[src/rtl/dmem_controller_if.sv]
`default_nettype none
// ============================================================================
//  Module      : dmem_controller_if
//  Description : Bus bundle for dmem_controller. Carries both requester
//                ports (p0 = core load/store unit, p1 = DMA/loader) and the
//                word-wide bus to the single-ported data_memory array.
//  Revision    : 1.0  initial release
// ----------------------------------------------------------------------------
//  Signals (N = 0, 1)
//    pN_valid/pN_ready    request handshake
//    pN_write             1 = store, 0 = load
//    pN_size              00 byte, 01 half, 10 word, 11 illegal
//    pN_unsigned          zero-extend sub-word loads when 1
//    pN_addr/pN_wdata     byte address / LSB-aligned store data
//    pN_rsp_valid         one-cycle completion pulse
//    pN_rsp_err           misaligned / illegal-size flag for the response
//    pN_rsp_rdata         load result (0 for stores and errors)
//    mem_read/mem_write   memory strobes
//    mem_address          word-aligned memory address
//    mem_write_data       full word to write
//    mem_read_data        asynchronous read data from memory
//  Modports: slave = controller side, master = requester/memory side
// ============================================================================
interface dmem_controller_if;
    logic        p0_valid;
    logic        p0_ready;
    logic        p0_write;
    logic [1:0]  p0_size;
    logic        p0_unsigned;
    logic [31:0] p0_addr;
    logic [31:0] p0_wdata;
    logic        p0_rsp_valid;
    logic        p0_rsp_err;
    logic [31:0] p0_rsp_rdata;

    logic        p1_valid;
    logic        p1_ready;
    logic        p1_write;
    logic [1:0]  p1_size;
    logic        p1_unsigned;
    logic [31:0] p1_addr;
    logic [31:0] p1_wdata;
    logic        p1_rsp_valid;
    logic        p1_rsp_err;
    logic [31:0] p1_rsp_rdata;

    logic        mem_read;
    logic        mem_write;
    logic [31:0] mem_address;
    logic [31:0] mem_write_data;
    logic [31:0] mem_read_data;

    modport slave (
        input  p0_valid, p0_write, p0_size, p0_unsigned, p0_addr, p0_wdata,
        output p0_ready, p0_rsp_valid, p0_rsp_err, p0_rsp_rdata,
        input  p1_valid, p1_write, p1_size, p1_unsigned, p1_addr, p1_wdata,
        output p1_ready, p1_rsp_valid, p1_rsp_err, p1_rsp_rdata,
        output mem_read, mem_write, mem_address, mem_write_data,
        input  mem_read_data
    );

    modport master (
        output p0_valid, p0_write, p0_size, p0_unsigned, p0_addr, p0_wdata,
        input  p0_ready, p0_rsp_valid, p0_rsp_err, p0_rsp_rdata,
        output p1_valid, p1_write, p1_size, p1_unsigned, p1_addr, p1_wdata,
        input  p1_ready, p1_rsp_valid, p1_rsp_err, p1_rsp_rdata,
        input  mem_read, mem_write, mem_address, mem_write_data,
        output mem_read_data
    );
endinterface
`default_nettype wire

[src/rtl/dmem_controller.sv]
`default_nettype none
// ============================================================================
//  Module      : dmem_controller
//  Description : Two-port sequencer/arbiter in front of a single-ported,
//                word-wide data memory. Converts byte/half/word accesses into
//                word operations: sub-word stores become read-modify-write,
//                sub-word loads are extracted and sign/zero extended.
//  Revision    : 1.0  initial release
// ----------------------------------------------------------------------------
//  Parameters
//    ARB_MODE  0 = round-robin between ports, 1 = port 0 fixed priority
//  Ports
//    clk    in   system clock, all state changes on posedge
//    reset  in   synchronous active-high reset
//    bus    slave modport of dmem_controller_if (request ports + memory bus)
// ============================================================================
module dmem_controller #(
    parameter int ARB_MODE = 0
) (
    input  logic               clk,
    input  logic               reset,
    dmem_controller_if.slave   bus
);

    typedef enum logic [1:0] {
        IDLE      = 2'd0,
        ACCESS    = 2'd1,
        RMW_WRITE = 2'd2,
        RESP_ERR  = 2'd3
    } state_t;

    localparam logic [1:0] SZ_BYTE = 2'b00;
    localparam logic [1:0] SZ_HALF = 2'b01;
    localparam logic [1:0] SZ_WORD = 2'b10;
    localparam logic [1:0] SZ_ILL  = 2'b11;

    state_t      state_q;
    logic        last_grant_q;
    logic        port_q;
    logic        write_q;
    logic [1:0]  size_q;
    logic        unsigned_q;
    logic [31:0] addr_q;
    logic [31:0] wdata_q;
    logic [31:0] merge_q;

    logic        p0_rsp_valid_q, p1_rsp_valid_q;
    logic        p0_rsp_err_q,   p1_rsp_err_q;
    logic [31:0] p0_rsp_rdata_q, p1_rsp_rdata_q;

    logic        grant_d;
    logic        accept_d;
    logic        sel_write_d;
    logic [1:0]  sel_size_d;
    logic        sel_unsigned_d;
    logic [31:0] sel_addr_d;
    logic [31:0] sel_wdata_d;
    logic        misalign_d;
    logic [31:0] byte_lane_d;
    logic [31:0] half_lane_d;
    logic [31:0] load_d;
    logic [31:0] merge_d;
    logic        rsp_fire_d;
    logic        rsp_err_d;
    logic [31:0] rsp_data_d;
    logic        word_store_d;

    // ------------------------------------------------------------------
    // Arbitration: only meaningful in IDLE. With both ports valid, the
    // round-robin mode hands the grant to the port that lost last time.
    // ------------------------------------------------------------------
    always_comb begin
        grant_d = 1'b0;
        if (bus.p0_valid && bus.p1_valid) begin
            grant_d = (ARB_MODE == 1) ? 1'b0 : ~last_grant_q;
        end else if (bus.p1_valid) begin
            grant_d = 1'b1;
        end
    end

    // Ready is suppressed under reset so a request is never seen as taken
    // on an edge where the controller discards it.
    assign bus.p0_ready = ~reset & (state_q == IDLE) & ~grant_d & bus.p0_valid;
    assign bus.p1_ready = ~reset & (state_q == IDLE) &  grant_d & bus.p1_valid;
    assign accept_d     = bus.p0_ready | bus.p1_ready;

    assign sel_write_d    = grant_d ? bus.p1_write    : bus.p0_write;
    assign sel_size_d     = grant_d ? bus.p1_size     : bus.p0_size;
    assign sel_unsigned_d = grant_d ? bus.p1_unsigned : bus.p0_unsigned;
    assign sel_addr_d     = grant_d ? bus.p1_addr     : bus.p0_addr;
    assign sel_wdata_d    = grant_d ? bus.p1_wdata    : bus.p0_wdata;

    assign misalign_d = (sel_size_d == SZ_ILL)
                      | ((sel_size_d == SZ_HALF) & sel_addr_d[0])
                      | ((sel_size_d == SZ_WORD) & (sel_addr_d[1:0] != 2'b00));

    assign word_store_d = write_q & (size_q == SZ_WORD);

    // ------------------------------------------------------------------
    // Load extraction and store merge, both working on the word that is
    // on mem_read_data while in ACCESS.
    // ------------------------------------------------------------------
    assign byte_lane_d = bus.mem_read_data >> {addr_q[1:0], 3'b000};
    assign half_lane_d = bus.mem_read_data >> {addr_q[1], 4'b0000};

    always_comb begin
        load_d  = bus.mem_read_data;
        merge_d = bus.mem_read_data;
        case (size_q)
            SZ_BYTE: begin
                load_d = unsigned_q ? {24'h0, byte_lane_d[7:0]}
                                    : {{24{byte_lane_d[7]}}, byte_lane_d[7:0]};
                merge_d[{addr_q[1:0], 3'b000} +: 8] = wdata_q[7:0];
            end
            SZ_HALF: begin
                load_d = unsigned_q ? {16'h0, half_lane_d[15:0]}
                                    : {{16{half_lane_d[15]}}, half_lane_d[15:0]};
                merge_d[{addr_q[1], 4'b0000} +: 16] = wdata_q[15:0];
            end
            default: begin
                load_d  = bus.mem_read_data;
                merge_d = bus.mem_read_data;
            end
        endcase
    end

    // Response generation for the current state; routed to port_q below.
    always_comb begin
        rsp_fire_d = 1'b0;
        rsp_err_d  = 1'b0;
        rsp_data_d = 32'h0;
        case (state_q)
            ACCESS: begin
                if (!write_q) begin
                    rsp_fire_d = 1'b1;
                    rsp_data_d = load_d;
                end else if (word_store_d) begin
                    rsp_fire_d = 1'b1;
                end
            end
            RMW_WRITE: rsp_fire_d = 1'b1;
            RESP_ERR: begin
                rsp_fire_d = 1'b1;
                rsp_err_d  = 1'b1;
            end
            default: rsp_fire_d = 1'b0;
        endcase
    end

    // ------------------------------------------------------------------
    // Sequencer and all registered outputs.
    // ------------------------------------------------------------------
    always_ff @(posedge clk) begin
        if (reset) begin
            state_q        <= IDLE;
            last_grant_q   <= 1'b1;
            port_q         <= 1'b0;
            write_q        <= 1'b0;
            size_q         <= 2'b00;
            unsigned_q     <= 1'b0;
            addr_q         <= 32'h0;
            wdata_q        <= 32'h0;
            merge_q        <= 32'h0;
            p0_rsp_valid_q <= 1'b0;
            p0_rsp_err_q   <= 1'b0;
            p0_rsp_rdata_q <= 32'h0;
            p1_rsp_valid_q <= 1'b0;
            p1_rsp_err_q   <= 1'b0;
            p1_rsp_rdata_q <= 32'h0;
        end else begin
            // Response strobes are single-cycle; rdata holds until the
            // next response on the same port.
            p0_rsp_valid_q <= 1'b0;
            p0_rsp_err_q   <= 1'b0;
            p1_rsp_valid_q <= 1'b0;
            p1_rsp_err_q   <= 1'b0;
            if (rsp_fire_d) begin
                if (port_q) begin
                    p1_rsp_valid_q <= 1'b1;
                    p1_rsp_err_q   <= rsp_err_d;
                    p1_rsp_rdata_q <= rsp_data_d;
                end else begin
                    p0_rsp_valid_q <= 1'b1;
                    p0_rsp_err_q   <= rsp_err_d;
                    p0_rsp_rdata_q <= rsp_data_d;
                end
            end

            case (state_q)
                IDLE: begin
                    if (accept_d) begin
                        port_q       <= grant_d;
                        last_grant_q <= grant_d;
                        write_q      <= sel_write_d;
                        size_q       <= sel_size_d;
                        unsigned_q   <= sel_unsigned_d;
                        addr_q       <= sel_addr_d;
                        wdata_q      <= sel_wdata_d;
                        state_q      <= misalign_d ? RESP_ERR : ACCESS;
                    end
                end
                ACCESS: begin
                    if (write_q && !word_store_d) begin
                        merge_q <= merge_d;
                        state_q <= RMW_WRITE;
                    end else begin
                        state_q <= IDLE;
                    end
                end
                RMW_WRITE: state_q <= IDLE;
                RESP_ERR:  state_q <= IDLE;
                default:   state_q <= IDLE;
            endcase
        end
    end

    assign bus.p0_rsp_valid = p0_rsp_valid_q;
    assign bus.p0_rsp_err   = p0_rsp_err_q;
    assign bus.p0_rsp_rdata = p0_rsp_rdata_q;
    assign bus.p1_rsp_valid = p1_rsp_valid_q;
    assign bus.p1_rsp_err   = p1_rsp_err_q;
    assign bus.p1_rsp_rdata = p1_rsp_rdata_q;

    // Strobes gated by reset so an abort can never leave a partial write.
    assign bus.mem_read  = ~reset & (state_q == ACCESS) & ~word_store_d;
    assign bus.mem_write = ~reset & (((state_q == ACCESS) & word_store_d)
                                     | (state_q == RMW_WRITE));
    assign bus.mem_address    = {addr_q[31:2], 2'b00};
    assign bus.mem_write_data = (state_q == RMW_WRITE) ? merge_q : wdata_q;

endmodule
`default_nettype wire

[src/flat_wrapper.sv]
// flat-port wrapper written by rule: the top's interface ports become plain ports
module dmem_controller_flat 
#(
    parameter int ARB_MODE = 0
)
  (clk, reset, bus_p0_valid, bus_p0_write, bus_p0_size, bus_p0_unsigned, bus_p0_addr, bus_p0_wdata, bus_p0_ready, bus_p0_rsp_valid, bus_p0_rsp_err, bus_p0_rsp_rdata, bus_p1_valid, bus_p1_write, bus_p1_size, bus_p1_unsigned, bus_p1_addr, bus_p1_wdata, bus_p1_ready, bus_p1_rsp_valid, bus_p1_rsp_err, bus_p1_rsp_rdata, bus_mem_read, bus_mem_write, bus_mem_address, bus_mem_write_data, bus_mem_read_data);
  dmem_controller_if bus_i ();
  input  logic clk;
  input  logic reset;
  input wire logic [$bits(bus_i.p0_valid)-1:0] bus_p0_valid;
  input wire logic [$bits(bus_i.p0_write)-1:0] bus_p0_write;
  input wire logic [$bits(bus_i.p0_size)-1:0] bus_p0_size;
  input wire logic [$bits(bus_i.p0_unsigned)-1:0] bus_p0_unsigned;
  input wire logic [$bits(bus_i.p0_addr)-1:0] bus_p0_addr;
  input wire logic [$bits(bus_i.p0_wdata)-1:0] bus_p0_wdata;
  output wire logic [$bits(bus_i.p0_ready)-1:0] bus_p0_ready;
  output wire logic [$bits(bus_i.p0_rsp_valid)-1:0] bus_p0_rsp_valid;
  output wire logic [$bits(bus_i.p0_rsp_err)-1:0] bus_p0_rsp_err;
  output wire logic [$bits(bus_i.p0_rsp_rdata)-1:0] bus_p0_rsp_rdata;
  input wire logic [$bits(bus_i.p1_valid)-1:0] bus_p1_valid;
  input wire logic [$bits(bus_i.p1_write)-1:0] bus_p1_write;
  input wire logic [$bits(bus_i.p1_size)-1:0] bus_p1_size;
  input wire logic [$bits(bus_i.p1_unsigned)-1:0] bus_p1_unsigned;
  input wire logic [$bits(bus_i.p1_addr)-1:0] bus_p1_addr;
  input wire logic [$bits(bus_i.p1_wdata)-1:0] bus_p1_wdata;
  output wire logic [$bits(bus_i.p1_ready)-1:0] bus_p1_ready;
  output wire logic [$bits(bus_i.p1_rsp_valid)-1:0] bus_p1_rsp_valid;
  output wire logic [$bits(bus_i.p1_rsp_err)-1:0] bus_p1_rsp_err;
  output wire logic [$bits(bus_i.p1_rsp_rdata)-1:0] bus_p1_rsp_rdata;
  output wire logic [$bits(bus_i.mem_read)-1:0] bus_mem_read;
  output wire logic [$bits(bus_i.mem_write)-1:0] bus_mem_write;
  output wire logic [$bits(bus_i.mem_address)-1:0] bus_mem_address;
  output wire logic [$bits(bus_i.mem_write_data)-1:0] bus_mem_write_data;
  input wire logic [$bits(bus_i.mem_read_data)-1:0] bus_mem_read_data;
  assign bus_i.p0_valid = bus_p0_valid;
  assign bus_i.p0_write = bus_p0_write;
  assign bus_i.p0_size = bus_p0_size;
  assign bus_i.p0_unsigned = bus_p0_unsigned;
  assign bus_i.p0_addr = bus_p0_addr;
  assign bus_i.p0_wdata = bus_p0_wdata;
  assign bus_p0_ready = bus_i.p0_ready;
  assign bus_p0_rsp_valid = bus_i.p0_rsp_valid;
  assign bus_p0_rsp_err = bus_i.p0_rsp_err;
  assign bus_p0_rsp_rdata = bus_i.p0_rsp_rdata;
  assign bus_i.p1_valid = bus_p1_valid;
  assign bus_i.p1_write = bus_p1_write;
  assign bus_i.p1_size = bus_p1_size;
  assign bus_i.p1_unsigned = bus_p1_unsigned;
  assign bus_i.p1_addr = bus_p1_addr;
  assign bus_i.p1_wdata = bus_p1_wdata;
  assign bus_p1_ready = bus_i.p1_ready;
  assign bus_p1_rsp_valid = bus_i.p1_rsp_valid;
  assign bus_p1_rsp_err = bus_i.p1_rsp_err;
  assign bus_p1_rsp_rdata = bus_i.p1_rsp_rdata;
  assign bus_mem_read = bus_i.mem_read;
  assign bus_mem_write = bus_i.mem_write;
  assign bus_mem_address = bus_i.mem_address;
  assign bus_mem_write_data = bus_i.mem_write_data;
  assign bus_i.mem_read_data = bus_mem_read_data;
  dmem_controller #(.ARB_MODE(ARB_MODE)) u_core (.clk(clk), .reset(reset), .bus(bus_i));
endmodule
[config.mk]
export PLATFORM = sky130hd
export DESIGN_NAME = dmem_controller_flat
export DESIGN_NICKNAME = d
export VERILOG_FILES = /design/src/rtl/dmem_controller_if.sv /design/src/rtl/dmem_controller.sv /design/src/flat_wrapper.sv
export SDC_FILE = /design/constraint.sdc
export NUM_CORES = 1
export LEC_CHECK = 0
export BUFFER_PORTS_ARGS = -buffer_cell sky130_fd_sc_hd__clkbuf_2
export CORE_MARGIN = 5
export CORE_UTILIZATION = 46
export DETAILED_ROUTE_END_ITERATION = 8
export GPL_TIMING_DRIVEN = 0
export PLACE_DENSITY = 0.73
export SYNTH_ARGS = -nofsm -noshare
export SYNTH_HDL_FRONTEND = slang
export SYNTH_SLANG_ARGS = --single-unit
[constraint.sdc]
create_clock -name clk -period 2.3 [get_ports clk]
set_clock_uncertainty 0.1 [all_clocks]
set_input_delay 0.345 -clock clk [delete_from_list [all_inputs] [get_ports clk]]
set_output_delay 0.345 -clock clk [all_outputs]
set_load 0.01 [all_outputs]
==> results.toml <==
[clock_tree]
cts.clk_slew.worst_paths_ps = 80
worstSkewPairLatency_ps = 440
cts_inserted_buffers = 17
clock_path_buffers = 2
cts.sink_count = 172
clock-root-buffer = "clkbuf_16"
ctsHoldBuffers = 0
htree_num_levels = 4
tritoncts_clock_tree = "built"

[routing]
first_pass_iters = 6
post_drt_wl_per_cell_um = 20.3
detail_route.vias_per_cell = 5.78
ant_nets = 0
post-route-drc-count = 0
drt_first_iter_violations = 774
routed_wirelength_um = 33100
routed-via-count = 9436

[floorplanning]
initial_utilization = 0.469
core_area_sq_um = 18800
chipHeight_um = 149
dieArea_sq_um = 22100
num_io_pins = 308
die_w_um = 149
rows = 50

[synth]
synth_cell_type_count = 61
synth.ff_latch_count = 172
async_flop_share = 0
area_of_the_mapped_netlist_sq_um = 8830
synth_cells = 1032
ys.warnings.count = 0
main_flop_type_after_synthesis = "dfxtp_1"
synth_edf_count = 0
syn_avg_cell_area_sq_um = 8.56
yosysSeqAreaShare = 0.390

[layout]
antennaDiodeCount = 0
final_design_area_no_fill_sq_um = 11500
syn2layout_area_growth_pct = 29.7
design.final.nets = 1536
layout.cells.non_filler = 1632
layout.core_utilization = 0.608
drive_above_1_share = 0.358

[worst_setup_path]
rr_endpoint = "u_core.merge_q[10]"
kind_of_cell_with_the_highest_combined_delay_on_the_critical_path = "buffers and inverters"
critPathMaxFanout = 10
ordered_list_of_cells_on_the_worst_path = "inv_1 > nand2_4 > buf_6 > mux2_2 > clkbuf_2"
worst_ep_required_time_ps = 1860
critPathLaunchType = "flip-flop"
startpoint = "u_core.state_q[0]"
critical_path_class = "flip-flop to output port"
r2r-start = "u_core.addr_q[1]"
sort_of_element_at_the_end_of_the_critical_path = "output port"
reg2regPathDepth = 8
reg2reg_setup_slack_ps = 110
timing.critical_path.arrival_ps = 1790
cp_slowest_cell = "dfxtp_4"
critical_path.max_stage_delay_ps = 390
cp.buffers_inverters = 3

[global_routing]
wire_length_of_the_first_global_routing_pass_um = 50600
gr-total-overflow = 0
vias_in_the_first_global_route = 9161
overall_global_routing_resource_usage = 0.290
maximum_number_of_pins_on_one_net_before_global_route_repair = 20
antenna_violations_before_repair = 0

[place]
port_buffers = 305
dp.cells = 1598
placement.setup.worst_slack_ps = -405
place_hpwl_um = 25900
placed_area_sq_um = 10700
globalplace.congestion = 0.954

[sta]
report.final.setup_viol = 0
post-route-min-period_ps = 2240
final.hold.worst_slack_ps = 37.7
final.setup.worst_slack_ps = 62.1
maxClockFrequency_mhz = 447
report.final.hold_viol_count = 0
timing.final.crit_share = 0.973
finalMaxSlewViolations = 0
slew_headroom = 0.524
max_slew.worst_pin.slew_ps = 711
fin_tns_setup_ps = 0

[run_status]
outcome = "completed"

[min_path]
timing.hold.worst_path_depth = 3
whs_endpoint = "u_core.addr_q[14]"
hold_class = "primary input to flip-flop"
hold_start = "bus_p1_addr[14]"

[pwr]
pwrdens_nw_per_um2 = 731
power_leakage_nw = 5.01
p_total_mw = 8.38
vdd_ir_max_uv = 524

[job]
maxCapViolations = 0
==> routing by layer <==
layer  global-route usage  routed length (um)  vias to the layer above
met5                    0                   0                        -
met4               0.0878                 974                        0
met3               0.0832                3310                       86
met2                0.476               15500                      497
met1                0.371               13300                     4450
li1                     -                   -                     4403
==> cell usage after synthesis, drive strengths merged, types with 2 or more instances <==
| master | n | area [sq um] |
|---|---|---|
| a311oi | 69 | 604 |
| inv | 14 | 52.6 |
| nor2 | 110 | 423 |
| a21oi | 27 | 154 |
| o2bb2ai | 23 | 201 |
| nand2b | 13 | 81.3 |
| o21ai | 29 | 160 |
| mux2 | 32 | 360 |
| ha | 5 | 62.6 |
| mux2i | 12 | 133 |
| or4b | 2 | 23.8 |
| a2bb2o | 15 | 241 |
| a221oi | 35 | 319 |
| buf | 77 | 551 |
| a211oi | 17 | 133 |
| clkbuf | 44 | 166 |
| o211ai | 9 | 67.6 |
| nand3b | 17 | 128 |
| and3 | 4 | 25.0 |
| nor2b | 8 | 50.1 |
| o221ai | 15 | 131 |
| a211o | 2 | 17.5 |
| a22o | 12 | 105 |
| nand3 | 22 | 110 |
| nand2 | 194 | 728 |
| o22ai | 8 | 50.1 |
| or2 | 4 | 25.0 |
| a22oi | 5 | 37.5 |
| o2111ai | 2 | 17.5 |
| nor3 | 16 | 80.1 |
| a21o | 4 | 30.0 |
| o31ai | 2 | 15.0 |
| dfxtp | 172 | 3440 |
==> worst max path at each step <==
stage,endpoint,cells past startpoint
floorplan,u_core.merge_q[0],8
global placement,bus_mem_write,6
detailed placement,bus_mem_write,6
CTS,bus_mem_read,6
global route,bus_mem_write,7
finish,bus_mem_write_data[4],5
==> cell type report <==
| type | count | area (sq um) |
|---|---|---|
| inverter | 14 | 63.8 |
| timing repair buffer | 309 | 1560 |
| sequential | 172 | 3450 |
| fill | 1760 | 7380 |
| multi-input combinational | 726 | 4680 |
| clock inverter | 14 | 173 |
| buffer | 119 | 772 |
| tap | 260 | 325 |
| clock buffer | 18 | 429 |
==> power by group <==
| part | switching (mW) | internal (mW) |
|---|---|---|
| clock network | 1.38 | 1.65 |
| logic | 1.17 | 0.844 |
| registers | 0.164 | 3.17 |
==> placed cells by master, fill, tap and decap left out, drive strengths merged, types with 5 or more instances in the layout <==
cell type	netlist	layout
nand2b	13	13
nor2	110	110
dfxtp	172	172
nor3	16	16
a22oi	5	5
o22ai	8	8
buf	77	83
a221oi	35	35
o221ai	15	15
nand2	194	194
a21oi	27	27
nand3b	17	17
clkbuf	44	363
a211oi	17	17
a2bb2o	15	15
inv	14	20
ha	5	5
mux2i	12	12
a22o	12	12
a311oi	69	69
o21ai	29	29
nand3	22	22
mux2	32	32
o211ai	9	9
nor2b	8	8
o2bb2ai	23	23
==> logic make-up after synthesis <==
group,share of synthesized area
AOI/OAI and AO/OA,0.262
adders and majority gates,0.00708
buffers and inverters,0.0871
muxes,0.0558
other,0.000425
and+or+nand+nor,0.198
DFF,0.390
==> sequential cells by signal (all words and copies together) (netlist names), 2 cells and up <==
signal	cells
u_core.size_q	2
u_core.state_q	2
u_core.merge_q	32
u_core.bus.p0_rsp_rdata	32
u_core.bus.p1_rsp_rdata	32
u_core.addr_q	32
u_core.wdata_q	32
==> repair_timing <==
item / 4_1_cts / 5_1_grt
endpoints found under the setup margin: 64 / 46
pin swaps: 1 / 3
setup buffers: 1 / 3
resized for setup: 26 / 16
cloned: 0 / 0
==> worst register-to-register path, stage by stage (launching register included) <==
cell,delay [ps]
dfxtp_4,400
buf_12,180
clkinvlp_4,130
buf_4,170
ha_1,250
and4b_1,260
a221oi_1,300
a21oi_1,80
a22o_1,230
Note: power is estimated with default switching activity, not from simulation.
